### src/rtl/jt12_eg_sched.sv
// Envelope generator sequencer: walks operator slots, stores per-slot envelope context,
// produces key edges and the shared eg_cnt, and writes datapath results back on clk_en.
module jt12_eg_sched #(
  parameter int unsigned SLOTS    = 24,
  parameter int unsigned EGW      = 10,
  parameter int unsigned CNTW     = 15,
  parameter int unsigned PRESCALE = 3
) (
  input  logic            clk,
  input  logic            rst,
  input  logic            clk_en,
  input  logic            kon_we,
  input  logic [4:0]      kon_slot,
  input  logic            kon_val,
  output logic [4:0]      slot,
  output logic            zero,
  output logic [CNTW-1:0] eg_cnt,
  output logic            keyon_now,
  output logic            keyoff_now,
  output logic [2:0]      state_in,
  output logic [EGW-1:0]  eg_in,
  output logic            ssg_inv_in,
  output logic            cnt_in,
  input  logic [2:0]      state_next,
  input  logic [EGW-1:0]  pure_eg_out,
  input  logic            ssg_inv_out,
  input  logic            cnt_lsb
);

  localparam int unsigned SW = 5;
  localparam int unsigned PW = (PRESCALE > 1) ? $clog2(PRESCALE) : 1;

  typedef enum logic [2:0] {
    EG_RELEASE = 3'b000,
    EG_ATTACK  = 3'b001,
    EG_DECAY   = 3'b010,
    EG_HOLD    = 3'b100
  } eg_state_e;

  logic [SW-1:0]   slot_q, slot_d;
  logic            zero_q, zero_d;
  logic [PW-1:0]   pre_q, pre_d;
  logic [CNTW-1:0] eg_cnt_q, eg_cnt_d;
  logic [2:0]      state_q [SLOTS];
  logic [2:0]      state_d [SLOTS];
  logic [EGW-1:0]  level_q [SLOTS];
  logic [EGW-1:0]  level_d [SLOTS];
  logic [SLOTS-1:0] inv_q, inv_d;
  logic [SLOTS-1:0] cnt_q, cnt_d;
  logic [SLOTS-1:0] key_q, key_d;
  logic [SLOTS-1:0] kprev_q, kprev_d;

  // Slot walk, prescaled envelope counter, write-back and asynchronous key writes
  always_comb begin
    slot_d   = slot_q;
    zero_d   = zero_q;
    pre_d    = pre_q;
    eg_cnt_d = eg_cnt_q;
    state_d  = state_q;
    level_d  = level_q;
    inv_d    = inv_q;
    cnt_d    = cnt_q;
    key_d    = key_q;
    kprev_d  = kprev_q;
    if (clk_en) begin
      slot_d = (slot_q == SW'(SLOTS - 1)) ? '0 : slot_q + SW'(1);
      zero_d = (slot_d == '0);
      if (slot_q == SW'(SLOTS - 1)) begin
        if (pre_q == PW'(PRESCALE - 1)) begin
          pre_d    = '0;
          eg_cnt_d = eg_cnt_q + CNTW'(1);
        end else begin
          pre_d = pre_q + PW'(1);
        end
      end
      state_d[slot_q] = state_next;
      level_d[slot_q] = pure_eg_out;
      inv_d[slot_q]   = ssg_inv_out;
      cnt_d[slot_q]   = cnt_lsb;
      kprev_d[slot_q] = key_q[slot_q];
    end
    // Applied after the service so a same-slot write only shows on the next visit
    if (kon_we && (32'(kon_slot) < SLOTS)) key_d[kon_slot] = kon_val;
  end

  always_ff @(posedge clk) begin
    if (rst) begin
      slot_q   <= '0;
      zero_q   <= 1'b1;
      pre_q    <= '0;
      eg_cnt_q <= '0;
      for (int i = 0; i < int'(SLOTS); i++) begin
        state_q[i] <= EG_RELEASE;
        level_q[i] <= '1;
      end
      inv_q   <= '0;
      cnt_q   <= '0;
      key_q   <= '0;
      kprev_q <= '0;
    end else begin
      slot_q   <= slot_d;
      zero_q   <= zero_d;
      pre_q    <= pre_d;
      eg_cnt_q <= eg_cnt_d;
      state_q  <= state_d;
      level_q  <= level_d;
      inv_q    <= inv_d;
      cnt_q    <= cnt_d;
      key_q    <= key_d;
      kprev_q  <= kprev_d;
    end
  end

  assign slot       = slot_q;
  assign zero       = zero_q;
  assign eg_cnt     = eg_cnt_q;
  assign state_in   = state_q[slot_q];
  assign eg_in      = level_q[slot_q];
  assign ssg_inv_in = inv_q[slot_q];
  assign cnt_in     = cnt_q[slot_q];
  assign keyon_now  = key_q[slot_q] & ~kprev_q[slot_q];
  assign keyoff_now = ~key_q[slot_q] & kprev_q[slot_q];

endmodule

### config.mk
export PLATFORM = sky130hd
export DESIGN_NAME = jt12_eg_sched
export DESIGN_NICKNAME = d
export VERILOG_FILES = /design/src/rtl/jt12_eg_sched.sv
export SDC_FILE = /design/constraint.sdc
export NUM_CORES = 1
export LEC_CHECK = 0
export CAP_MARGIN = 20
export CORE_UTILIZATION = 35
export CTS_BUF_LIST = sky130_fd_sc_hd__clkbuf_4
export DETAILED_ROUTE_END_ITERATION = 6
export PLACE_DENSITY = 0.58
export REMOVE_ABC_BUFFERS = 1
export SLEW_MARGIN = 10
export SYNTH_ARGS = -nofsm -noshare
export SYNTH_HDL_FRONTEND = slang
export SYNTH_SLANG_ARGS = --single-unit
### constraint.sdc
create_clock -name clk -period 7.2 [get_ports clk]
set_input_delay 1.44 -clock clk [delete_from_list [all_inputs] [get_ports clk]]
set_output_delay 1.44 -clock clk [all_outputs]
set_load 0.01 [all_outputs]
# Word-level counts from Yosys, hierarchy flattened
# Cells that the tools add are included.
[op_classes]
addsub = 3
order_cmp = 7
n_eq_ne = 2
n_mux = 30
bitwise = 5
reduce_logical = 7
[ops]
columns = ["cell", "count"]
rows = [
  ["240-bit bitwise mux", 1],
  ["24-bit bitwise mux", 4],
  ["72-bit bitwise mux", 1],
  ["10-bit binary-select mux with 5-bit select", 1],
  ["10-bit demux with 5-bit select", 1],
  ["10-bit 2-to-1 mux", 3],
  ["1-bit binary-select mux with 5-bit select", 4],
  ["15-bit by 1-bit adder with 15-bit output (second input constant)", 1],
  ["3-bit binary-select mux with 5-bit select", 1],
  ["3-bit demux with 5-bit select", 1],
  ["5-bit by 6-bit < comparator with 1-bit output (second input constant)", 2],
  ["1-bit demux with 5-bit select", 2],
  ["5-bit by 1-bit greater-or-equal comparator with 1-bit output (second input constant)", 2],
  ["3-bit 2-to-1 mux", 3],
  ["6-bit greater-or-equal comparator (second input constant)", 1],
  ["6-bit by 1-bit < comparator with 1-bit output (second input constant)", 1],
  ["1-bit 2-to-1 mux", 6],
  ["5-bit NOT with 6-bit output", 1],
  ["5-bit by 1-bit adder with 5-bit output (second input constant)", 1],
  ["5-bit == test (second input constant)", 1],
  ["5-bit logical NOT", 1],
  ["5-bit < comparator (second input constant)", 1],
  ["5-bit 2-to-1 mux", 1],
  ["1-bit logical AND", 4],
  ["7 further kinds", 9],
]
[word_totals]
reg_bits = 431
in_bits = 25
out_inout_bits = 38
elab_cells = 110

# Longest topological paths before layout
[logic_depth]
word_depth = 6
depth_mapped = 12

# Worst setup path before layout
# No wires, ideal clock.
[synth_path]
path_kind = "register -> output"
from = "reg slot_q[0] (netlist: slot[0])"
to = "out eg_in[8]"
arrival_ps = 2061
path_slack_ps = 3699
path_stages_with_launch = 8
n_path_buf = 4
path_cell_list = "dfxtp_1 -> buf_6 -> buf_6 -> buf_4 -> buf_2 -> mux4_2 -> a22oi_1 -> nand3_1"
[synth_via]
elab_chain_cells = 4
[synth_lines]
columns = ["item", "line_no", "rtl"]
rows = [
  ["from (decl)", "40", "logic [SW-1:0] slot_q, slot_d;"],
  ["from (signal assigned)", "101", "slot_q <= slot_d;"],
  ["5-bit NOT with 6-bit output (not written as such)", "118", "assign eg_in = level_q[slot_q];"],
  ["10-bit binary-select mux with 5-bit select", "118", ""],
  ["10-bit 2-to-1 mux (not written as such) (2 in a row)", "118", ""],
  ["to (decl)", "21", "output logic [EGW-1:0] eg_in,"],
]
# No other way between the ends. The select of a mux whose other input is x is not followed.

# Worst setup path in the final report
[layout_path]
from = "reg slot_q[1] (netlist: slot[1])"
to = "out eg_in[8]"
# The elaborated chain is that of the path after synthesis.

==> run metrics <==
Final Critical Period=5.62 ns; drt wl/cell=21.0 um; Post-CTS Setup Repair Bufs=0; yosys warns=0; Seq. cell area=0.00864 mm^2; final setup margin=1.58 ns; maximum clock skew at final layout=0.0684 ns; crit path DAT=4.18 ns; proportion of layout cells with a drive suffix above 1=15.8%; Starting Density=35.6%; run status=completed; depth of the CTS H-tree=3; worst r2r src=slot[1]; worst vdd ir=95.3 uV; via/cell ratio=5.54; Setup CP Type=flip-flop to output port; Pwr Total=5.01 mW; Syn Inst Count=2170; Top FF cell, synth=dfxtp_1; DRC=0; total number of vias=16.5k; maximum clock rate=178 MHz; Setup TNS=0 ns; max-slew violations=0; clock slew at reported path FFs=0.08 ns; grt total ovfl=0; Fill cells=5353; first-pass GRT wire length=96300 um; CORE AREA=0.0540 mm^2; Worst R2R Path Depth=5; Setup Viol. Count Final=0; Multi-input gate area=0.00980 mm^2; TritonCTS buffer count=114; max cap viols=0; FP Rows=85; post-route cell area=0.0218 mm^2; Avg Synthesized Cell Area=8.86 um^2; total length of routed wires=62700 um; Die Area=0.0559 mm^2; Final ANT Viol Nets=0; Buffers on Ports=62; Netlist Area Pre-Place=0.0192 mm^2; Least-Margin Pin Slew=1.16 ns; post-synthesis register bit count=431; worst hold path type=flip-flop to flip-flop; Hold Worst Slack=0.452 ns; R2R setup slack=3.72 ns; Hold Startpoint=state_q[50]; GP Congestion=0.812; Die H=236 um; met1 wire length=26800 um; Post-DP Area=0.0203 mm^2; Worst Setup End Kind=output port; Finished Core Util=40.3%; clock sinks=431; TritonCTS clock tree=yes; Nets=2228; register area share after synthesis=44.9%; gr usage total=22.3%; number of antenna violations at the first check in global routing=3; post-synthesis cell type count=48; post_cts resized=0; metal3 WL=5130 um; area delta synth->final=13.4%; hold buffer count at cts=0; Max Used Layer=met4; EDFF count, synth=0; Hold EP=state_q[50]; Die W=236 um; hold path cells=2; Skew-Pair Late Insertion Delay=0.88 ns; post-DP HPWL=37200 um; placed instance count=2774; largest net degree at the start of global routing=191; CTS max path bufs=3; critical path launch point type=flip-flop; first drt pass iteration count=5; Post-synth ARST share=0%; Leak Pwr=8.34 nW; met2 wire length=28500 um; period utilization=78.0%; pwr dens=230 mW/mm^2; Root Buffer=clkbuf_4; relative slew slack=22.4%; RSZ-0062 raised after global routing=false; Fin. Hold Viols=0; required time worst endpoint=5.76 ns; reg2reg end=eg_cnt[6]; DRT iter0 DRCs=1600; vias in the first global route=16.1k; IO Count=63; crit path max fanout=61; Post-Layout Cell Count=2984; Post-Place Setup Slack=2.51 ns
==> worst max-delay path, stage by stage (launching register included) <==
cell             delay [ns]
dfxtp_4                1.02
buf_4                  0.56
mux4_2                 0.43
a22oi_1                0.41
nand3_1                0.28
clkdlybuf4s50_1        0.56
==> logic make-up (layout without fill, tap and decap cells) <==
family,after synthesis,after routing,share of synthesized area (%)
buffers and inverters,196,311,4.33
multiplexers,132,132,13.5
AND/OR/NAND/NOR,1170,1170,29.5
XOR/XNOR,1,1,0.0456
flip-flops,431,431,44.9
other,0,3,0
AO/OA/AOI/OAI,233,233,7.27
adder cells (fa/ha/maj),7,7,0.442
==> routing by layer <==
| metal | global-route usage [%] | vias up |
|---|---|---|
| met4 | 9.07 | 0 |
| met1 | 29.8 | 8142 |
| met5 | 0 | - |
| met2 | 34.9 | 685 |
| li1 | - | 7575 |
| met3 | 4.84 | 141 |
==> cells in the final DEF (no fill, tap or decap), drive strengths merged, types with 3 or more instances in the layout <==
| master | n |
|---|---|
| nand2 | 737 |
| dfxtp | 431 |
| nand3b | 244 |
| clkbuf | 179 |
| a21oi | 141 |
| mux4 | 102 |
| nor2 | 80 |
| clkdlybuf4s50 | 61 |
| a22oi | 49 |
| nand3 | 40 |
| buf | 39 |
| mux2i | 28 |
| a211oi | 25 |
| clkinv | 23 |
| nand4b | 14 |
| nand4 | 10 |
| o21ai | 8 |
| or3 | 7 |
| inv | 6 |
| ha | 6 |
| nor3b | 6 |
| nor4bb | 5 |
| o31ai | 5 |
| or4 | 5 |
| and3b | 4 |
| nor3 | 4 |
| diode | 3 |
| or3b | 3 |
| clkinvlp | 3 |
==> layout make-up <==
cell class                      count  share of cell area, %
Clock inverter                     25                  0.545
Clock buffer                      179                   6.17
Antenna cell                        3                 0.0344
Sequential cell                   431                   39.6
Tap cell                          696                   4.00
Multi-Input combinational cell   1543                   45.0
Timing Repair Buffer              100                   4.54
Inverter                            7                  0.121
==> worst max-delay path by stage <==
stage                        from    endpoint  depth (start not counted)
after CTS                 slot[1]  ssg_inv_in                          5
after global routing      slot[0]  keyoff_now                          6
after floorplan           slot[0]  keyoff_now                          4
after detailed placement  slot[0]  keyoff_now                          6
final                     slot[1]    eg_in[8]                          5
after global placement    slot[0]  keyoff_now                          6
==> where the power goes <==
part	internal, mW	total, mW	leakage, nW	switching (mW)
Sequential	2.41	2.45	3.49	0.0383
Clock	1.12	2.17	0.871	1.05
Combinational	0.158	0.386	3.98	0.228
==> cells in the mapped netlist (6+ instances only) <==
cell      count  area share [%]
nand2_1     737              14
dfxtp_1     431              45
nand3b_1    244             9.5
a21oi_1     141             3.7
clkbuf_1    124             2.4
mux4_2      102              12
nor2_1       68             1.3
buf_2        56             1.5
a22oi_1      49             1.9
nand3_1      40             1.0
mux2i_1      28             1.5
a211oi_1     25            0.98
nand4b_1     13            0.59
nor2_2       12            0.39
nand4_1      10            0.33
o21ai_0       8            0.21
or3_1         7            0.23
ha_1          6            0.39
inv_1         6            0.12
==> sequential cells by signal (all words and copies together), names as in the netlist <==
| name | count |
|---|---|
| key_q | 24 |
| pre_q | 2 |
| eg_cnt | 15 |
| slot | 5 |
| kprev_q | 24 |
| cnt_q | 24 |
| level_q | 240 |
| inv_q | 24 |
| state_q | 72 |
| zero | 1 |
Note: power is estimated with default switching activity, not from simulation.
